--- src/rtl/wb_arbiter.sv ---
// Writeback arbiter: merges two ALU result lanes and a buffered load-return
// lane onto the two write ports of the register file. ALU lanes never stall
// and own their ports; loads wait in a small FIFO and take whichever port
// the ALU lanes leave idle.
module wb_arbiter #(
    parameter int ADDR_WIDTH = 5,
    parameter int DATA_WIDTH = 32,
    parameter int LD_DEPTH   = 4
) (
    input  logic                        clk,
    input  logic                        rst_n,
    input  logic                        a_valid,
    input  logic [ADDR_WIDTH-1:0]       a_rd,
    input  logic [DATA_WIDTH-1:0]       a_data,
    input  logic                        b_valid,
    input  logic [ADDR_WIDTH-1:0]       b_rd,
    input  logic [DATA_WIDTH-1:0]       b_data,
    input  logic                        ld_valid,
    input  logic [ADDR_WIDTH-1:0]       ld_rd,
    input  logic [DATA_WIDTH-1:0]       ld_data,
    output logic                        ld_ready,
    output logic                        we_a,
    output logic [ADDR_WIDTH-1:0]       wa_a,
    output logic [DATA_WIDTH-1:0]       wd_a,
    output logic                        we_b,
    output logic [ADDR_WIDTH-1:0]       wa_b,
    output logic [DATA_WIDTH-1:0]       wd_b,
    output logic [$clog2(LD_DEPTH):0]   ld_count,
    output logic                        waw_err
);

    localparam int PW = $clog2(LD_DEPTH);
    localparam int CW = PW + 1;
    localparam logic [CW-1:0] FULL = CW'(LD_DEPTH);

    logic [ADDR_WIDTH+DATA_WIDTH-1:0] mem [LD_DEPTH];
    logic [PW-1:0]                    rd_ptr;
    logic [PW-1:0]                    wr_ptr;

    logic                  a_eff;
    logic                  b_eff;
    logic                  push;
    logic                  pop;
    logic                  pop_to_a;
    logic                  pop_to_b;
    logic                  waw_hit;
    logic [ADDR_WIDTH-1:0] head_rd;
    logic [DATA_WIDTH-1:0] head_data;

    // Lane qualification, port ownership and FIFO handshake decisions.
    // Pop is decided from start-of-cycle occupancy, so a load pushed this
    // cycle cannot bypass straight to a port.
    always_comb begin
        b_eff     = b_valid && (b_rd != '0);
        // Younger lane B wins a same-rd collision; A is dropped entirely.
        a_eff     = a_valid && (a_rd != '0) && !(b_eff && (a_rd == b_rd));
        {head_rd, head_data} = mem[rd_ptr];
        ld_ready  = (ld_count != FULL);
        push      = ld_valid && ld_ready && (ld_rd != '0);
        pop       = (ld_count != '0) && (!a_eff || !b_eff);
        pop_to_a  = pop && !a_eff;
        pop_to_b  = pop && a_eff;
        waw_hit   = pop && ((a_eff && (head_rd == a_rd)) ||
                            (b_eff && (head_rd == b_rd)));
    end

    // FIFO storage; contents need no reset since occupancy gates every read.
    always_ff @(posedge clk) begin
        if (push) begin
            mem[wr_ptr] <= {ld_rd, ld_data};
        end
    end

    // FIFO pointers, occupancy and the sticky WAW flag.
    always_ff @(posedge clk or negedge rst_n) begin
        if (!rst_n) begin
            rd_ptr   <= '0;
            wr_ptr   <= '0;
            ld_count <= '0;
            waw_err  <= 1'b0;
        end else begin
            if (push) begin
                wr_ptr <= wr_ptr + 1'b1;
            end
            if (pop) begin
                rd_ptr <= rd_ptr + 1'b1;
            end
            case ({push, pop})
                2'b10:   ld_count <= ld_count + 1'b1;
                2'b01:   ld_count <= ld_count - 1'b1;
                default: ld_count <= ld_count;
            endcase
            if (waw_hit) begin
                waw_err <= 1'b1;
            end
        end
    end

    // Registered write ports; address/data hold when the port is idle.
    always_ff @(posedge clk or negedge rst_n) begin
        if (!rst_n) begin
            we_a <= 1'b0;
            wa_a <= '0;
            wd_a <= '0;
            we_b <= 1'b0;
            wa_b <= '0;
            wd_b <= '0;
        end else begin
            we_a <= a_eff || pop_to_a;
            if (a_eff) begin
                wa_a <= a_rd;
                wd_a <= a_data;
            end else if (pop_to_a) begin
                wa_a <= head_rd;
                wd_a <= head_data;
            end
            we_b <= b_eff || pop_to_b;
            if (b_eff) begin
                wa_b <= b_rd;
                wd_b <= b_data;
            end else if (pop_to_b) begin
                wa_b <= head_rd;
                wd_b <= head_data;
            end
        end
    end

endmodule

--- config.mk ---
export PLATFORM = sky130hd
export DESIGN_NAME = wb_arbiter
export DESIGN_NICKNAME = d
export VERILOG_FILES = /design/src/rtl/wb_arbiter.sv
export SDC_FILE = /design/constraint.sdc
export NUM_CORES = 1
export LEC_CHECK = 0
export CAP_MARGIN = 20
export CORE_MARGIN = 1
export CORE_UTILIZATION = 50
export CTS_BUF_LIST = sky130_fd_sc_hd__clkbuf_4 sky130_fd_sc_hd__clkbuf_8
export CTS_CLUSTER_SIZE = 24
export DETAILED_ROUTE_END_ITERATION = 16
export PLACE_DENSITY = 0.77
export SETUP_SLACK_MARGIN = 0.2
export SLEW_MARGIN = 25
export SYNTH_ARGS = -nofsm -noshare
export SYNTH_HDL_FRONTEND = slang
export SYNTH_SLANG_ARGS = --single-unit
--- constraint.sdc ---
create_clock -name clk -period 2.9 [get_ports clk]
set_clock_uncertainty 0.2 [all_clocks]
set_input_delay 0.58 -clock clk [delete_from_list [all_inputs] [get_ports clk]]
set_output_delay 0.58 -clock clk [all_outputs]
set_load 0.05 [all_outputs]
# [Yosys cells after proc, flatten, opt, wreduce, memory -nomap -nowiden]
# Memories as Yosys holds them, arrays and structs flattened.
# Cells that the tools add are included.
[classes] n_eq_ne=6 add_sub_neg=4 reduce_logical=26 n_mux=11
[ops] op="$mux W32" n=4
[ops] op="$mux W5" n=4
[ops] op="$eq A5 B5 Y1" n=3
[ops] op="$reduce_bool A5 Y1" n=3
[ops] op="$logic_and A1 B1 Y1" n=12
[ops] op="$pmux W3 S2" n=1
[ops] op="$reduce_bool A2 Y1" n=3
[ops] op="$add A2 B1 Y2 const B" n=2
[ops] op="$logic_or A1 B1 Y1" n=4
[ops] op="$add A3 B1 Y3 const B" n=1
[ops] op="$logic_not A1 Y1" n=3
[ops] op="$ne A3 B3 Y1 const B" n=1
[ops] op="$reduce_bool A3 Y1" n=1
[ops] op="$sub A3 B1 Y3 const B" n=1
[ops] op="$eq A2 B1 Y1 const B" n=1
[ops] op="$eq A2 B2 Y1 const B" n=1
[ops] op="$mux W1" n=2
[totals] input_bits=116 elab_cells=58 ram_bits=148 reg_bits=84 mem_count=1
[memory_table] memory="mem" depth=4 word_bits=37 rd=1 rd_ports_with_merged_regs=0 wr=1 line_no="36" text="logic [ADDR_WIDTH+DATA_WIDTH-1:0] mem [LD_DEPTH];"

# [Logic depth before layout (Yosys ltp)]
[depth] depth_word=11 mapped_depth=10 depth_no_buf=10

# [Least setup slack after synthesis]
# OpenSTA, ideal clock, no wires.
[synth_timing] path_type="flip-flop to flip-flop" start="register ld_count[1]" end="memory mem[0][0] in the netlist's numbering, enable pin" arrival_ps=2567 t_required_ps=2302 synth_period_minus_slack_ps=3165 stages_incl_launch_ff=6 slack_ps=-265 path_buffers=0 path_cell_list="dfrtp_1 nor2_1 nand2_1 nand2_1 a21oi_1 and2_1"
[synth_between] elab_chain_cells=5
[synth_lines] element="from (decl)" line_no="28" text="output logic [$clog2(LD_DEPTH):0] ld_count,"
[synth_lines] element="from (signal assigned)" line_no="89" text="2'b10: ld_count <= ld_count + 1'b1;"
[synth_lines] element="from (signal assigned)" line_no="90" text="2'b01: ld_count <= ld_count - 1'b1;"
[synth_lines] element="from (signal assigned)" line_no="91" text="default: ld_count <= ld_count;"
[synth_lines] element="$ne A3 B3 Y1" line_no="58" text="ld_ready = (ld_count != FULL);"
[synth_lines] element="named net ld_ready" line_no="21" text="output logic ld_ready,"
[synth_lines] element="$logic_and A1 B1 Y1 (2 in a row)" line_no="59" text="push = ld_valid && ld_ready && (ld_rd != '0);"
[synth_lines] element="$mux W1" line_no="69" text="if (push) begin"
[synth_lines] element="$mux W1 (not written as such)" line_no="70" text="mem[wr_ptr] <= {ld_rd, ld_data};"
[synth_lines] element="to (decl)" line_no="36"
# The timed path passes the listed nets, and every way through them passes these cells.

# [Worst setup path in the final report]
[layout_timing] start="input a_rd[1]" end="register ld_count[1]"
[layout_between] elab_chain_cells=9
[layout_lines] element="from (decl)" line_no="13" text="input logic [ADDR_WIDTH-1:0] a_rd,"
[layout_lines] element="$eq A5 B5 Y1" line_no="56" text="a_eff = a_valid && (a_rd != '0) && !(b_eff && (a_rd == b_rd));"
[layout_lines] element="$logic_and A1 B1 Y1" line_no="56"
[layout_lines] element="$logic_not A1 Y1" line_no="56"
[layout_lines] element="$logic_and A1 B1 Y1 *" line_no="56"
[layout_lines] element="$logic_not A1 Y1 *" line_no="60" text="pop = (ld_count != '0) && (!a_eff || !b_eff);"
[layout_lines] element="$logic_or A1 B1 Y1 *" line_no="60"
[layout_lines] element="$logic_and A1 B1 Y1 *" line_no="60"
[layout_lines] element="named net pop" line_no="43" text="logic pop;"
[layout_lines] element="$eq A2 B1 Y1 / $eq A2 B2 Y1 (equally long branches)" line_no="88" text="case ({push, pop})"
[layout_lines] element="$pmux W3 S2 / $reduce_bool A2 Y1 (equally long branches)"
# Mark *: on every way through the listed nets, which the timed path passes. The rest lies on a longest branch.
# A chain may end at the register's enable or synchronous reset.

==> results.cfg <==
[route]
drc = 0
vias = 5948
vias_per_cell = 5.45
dr.pass1.iters = 4
wirelength_mm = 21.5
drtAntennaViolNets = 0
wl_per_cell_um = 19.7
drt_iter0_drc = 342

[pwr]
p_leak_uw = 0.00488
p_clk_share_pct = 23.3
switchingPower_uw = 4770
ir_drop_uv = 619
p_int_uw = 8310
power-per-cell-area_mw_per_mm2 = 1020
p_sw_share_pct = 36.5
p_comb_share_pct = 40.2
fin_total_pwr_uw = 13100
p_seq_share_pct = 36.5

[hold_path]
hold_path_depth = 4
min-delay-start = b_rd[1]
hp-class = in -> reg
min_to = wa_b[1]

[setup_path]
crit_chain = clkdlybuf4s50_1 -> or4_4 -> o21ai_4 -> a31oi_4 -> a21oi_2 -> ha_2 -> fa_2 -> mux2_2
cpMaxStageDelayCell = or4_4
r2r-end = waw_err
crit_type = in -> reg
ff2ff_path_depth = 5
path_delay_family = adder cells
start_kind = input port
cpPeakStageDelay_ps = 500
worstPathRequired_ps = 3100
critPathBufInv = 1
rrSetupSlack_ps = 580
critPathCaptureType = flip-flop
cp_max_fo = 2
r2r_start = rd_ptr[0]
cp.arrival_ps = 2860

[floorplan]
coreArea_mm2 = 0.0182
std_cell_rows = 49
dieHeight_um = 139
start_util_pct = 51.9
io_pins = 197
fp.dieW_um = 139
die_area_mm2 = 0.0194

[synthesis]
synth_edf_count = 148
synthesis.instances = 586
yosys.area_share.adder_pct = 0.874
synth_seq_area_share_pct = 69.3
async_reset_ff_share_pct = 36.2
yosys_warnings = 0
ys_seq_elements = 232
ys_types = 34
synth-simple-area-share_pct = 4.27
synthXorXnorAreaFrac_pct = 1.95
syn_area_per_cell_um2 = 16.1
synth_nets = 708
ys.flop_type = edfxtp_1
synth.mux.area_fraction_pct = 16.8
synthesis.area_mm2 = 0.00944
synth_top_family_by_area = multiplexers
synth_compound_area_share_pct = 4.73

[sta]
clock.fmax_mhz = 376
finalHoldViolCount = 0
fin_crit_ps = 2660
worst_pin_slew_ps = 569
fin_crit_sh_pct = 91.8
rsz0062_at_grt = true
finalSetupViolCount = 0
drv_slew = 0
relSlewSlack_pct = 62.0

[placed_design]
dpl_cell_area_mm2 = 0.0119
gp_congestion = 0.850
port_buffers = 196
dp_cells = 1014
dp_hpwl_mm = 14.4

[clocking]
htreeDepth = 2
clk_pin_slew_worst_paths_ps = 60
cts_inserted_buffers = 39
clock_latency_ps = 530
cts_tree = built
cts_root_buffer = clkbuf_8
cts.sinks = 232
cts_buffer_depth = 3

[finish]
drive_gt1_share_pct = 18.9
final_cell_mix = 187 x clkdlybuf4s50_1, 148 x edfxtp_1, 82 x dfrtp_1
num_antenna_cells = 0
final_nets = 954
area_growth_pct = 36.1
postLayoutCellArea_mm2 = 0.0129
instances_no_fill = 1092
layout_commonest_cell = clkdlybuf4s50_1
fill_cells = 1189

[global_route]
grt_use_total_pct = 22.8
grt_pass1_vias = 6420
overflow = 0
grt_max_degree = 77
grt_pass1_wl_mm = 33.8
antenna_found_initial = 0

[outcome]
status = finished, final reports clean

[run]
max-cap-violations = 0
## Yosys cell counts, types with 3 or more instances
cell / n / area share [%]
ha_1: 5 / 0.66
o21ai_1: 4 / 0.21
buf_2: 10 / 0.53
o21ai_0: 71 / 3.8
buf_6: 3 / 0.36
inv_1: 3 / 0.12
nand2_1: 78 / 3.1
nor2_1: 4 / 0.16
xor2_1: 14 / 1.3
clkbuf_1: 16 / 0.64
xnor2_1: 7 / 0.65
and2_1: 4 / 0.26
edfxtp_1: 148 / 47
mux2i_1: 74 / 7.8
dfrtp_1: 84 / 22
nor3_1: 3 / 0.16
mux4_2: 37 / 8.8
## worst min-delay path: cells and delay by family
kind | cells | cell delay (ps)
compound gates | 1 | 80
buf+inv | 2 | 250
simple gates | 1 | 50
## power by group through the flow
stage	clock network [uW]	registers (uW)	logic [uW]
floorplan	0	6040	2170
global placement	0	4770	5170
detailed placement	0	4830	5270
CTS	3110	4780	5310
global route	3260	4850	5570
finish	3040	4770	5260
## logic make-up after synthesis
family / Yosys count
simple gates: 97
flops: 232
compound gates: 82
xor+xnor: 21
buf+inv: 36
mux: 112
fa+ha+maj: 6
## worst max path at each step
stage / start / endpoint / slack [ps] / depth (start not counted)
floorplan: b_rd[1] / ld_count[2] / -9 / 10
global placement: b_rd[1] / waw_err / -380 / 8
detailed placement: b_rd[1] / waw_err / -450 / 8
CTS: a_rd[1] / ld_count[1] / 200 / 8
global route: a_rd[1] / ld_count[1] / 200 / 8
finish: a_rd[1] / ld_count[1] / 240 / 8
## final cells by class
class	count	area, um2	share of cell area (%)
clock buffer	51	658	5.12
tap	229	287	2.23
timing repair buffer	238	2420	18.8
clock inverter	21	176	1.37
inverter	3	11.3	0.0876
sequential	232	6550	50.9
multi-input combinational	318	2750	21.4
## state kept, by name, indices dropped and copies added (netlist names)
| signal | count |
|---|---|
| ld_count | 3 |
| mem | 148 |
| rd_ptr | 2 |
| wa_a | 5 |
| wa_b | 5 |
| waw_err | 1 |
| wd_a | 32 |
| wd_b | 32 |
| we_a | 1 |
| we_b | 1 |
| wr_ptr | 2 |
## timing repair
| item | CTS | global route |
|---|---|---|
| gates resized for setup | 8 | 7 |
| buffers inserted | 3 | 2 |
| endpoints found under the hold margin | 35 | 0 |
| hold buffers | 1 | 0 |
| setup endpoints to repair | 4 | 4 |
| pin swaps | 9 | 9 |
## layer usage
layer	track usage (%)	part of all wire (%)	vias to the layer above
met5	0	0	-
met4	7.54	2.0	0
met3	5.37	6.7	37
met2	40.1	52	207
met1	27.7	40	3003
li1	-	-	2701
## stage by stage
| step | hold slack, ps | setup TNS (ps) | setup WS [ps] | utilization (%) |
|---|---|---|---|---|
| floorplan | 84.4 | -8.69 | -8.69 | - |
| global placement | 263 | -8220 | -381 | 65.6 |
| detailed placement | 285 | -10880 | -454 | 65.6 |
| CTS | 298 | 0 | 204 | 70.3 |
| global route | 315 | 0 | 201 | 70.6 |
| finish | 297 | 0 | 237 | 70.6 |
(Power assumes the default switching activity.)
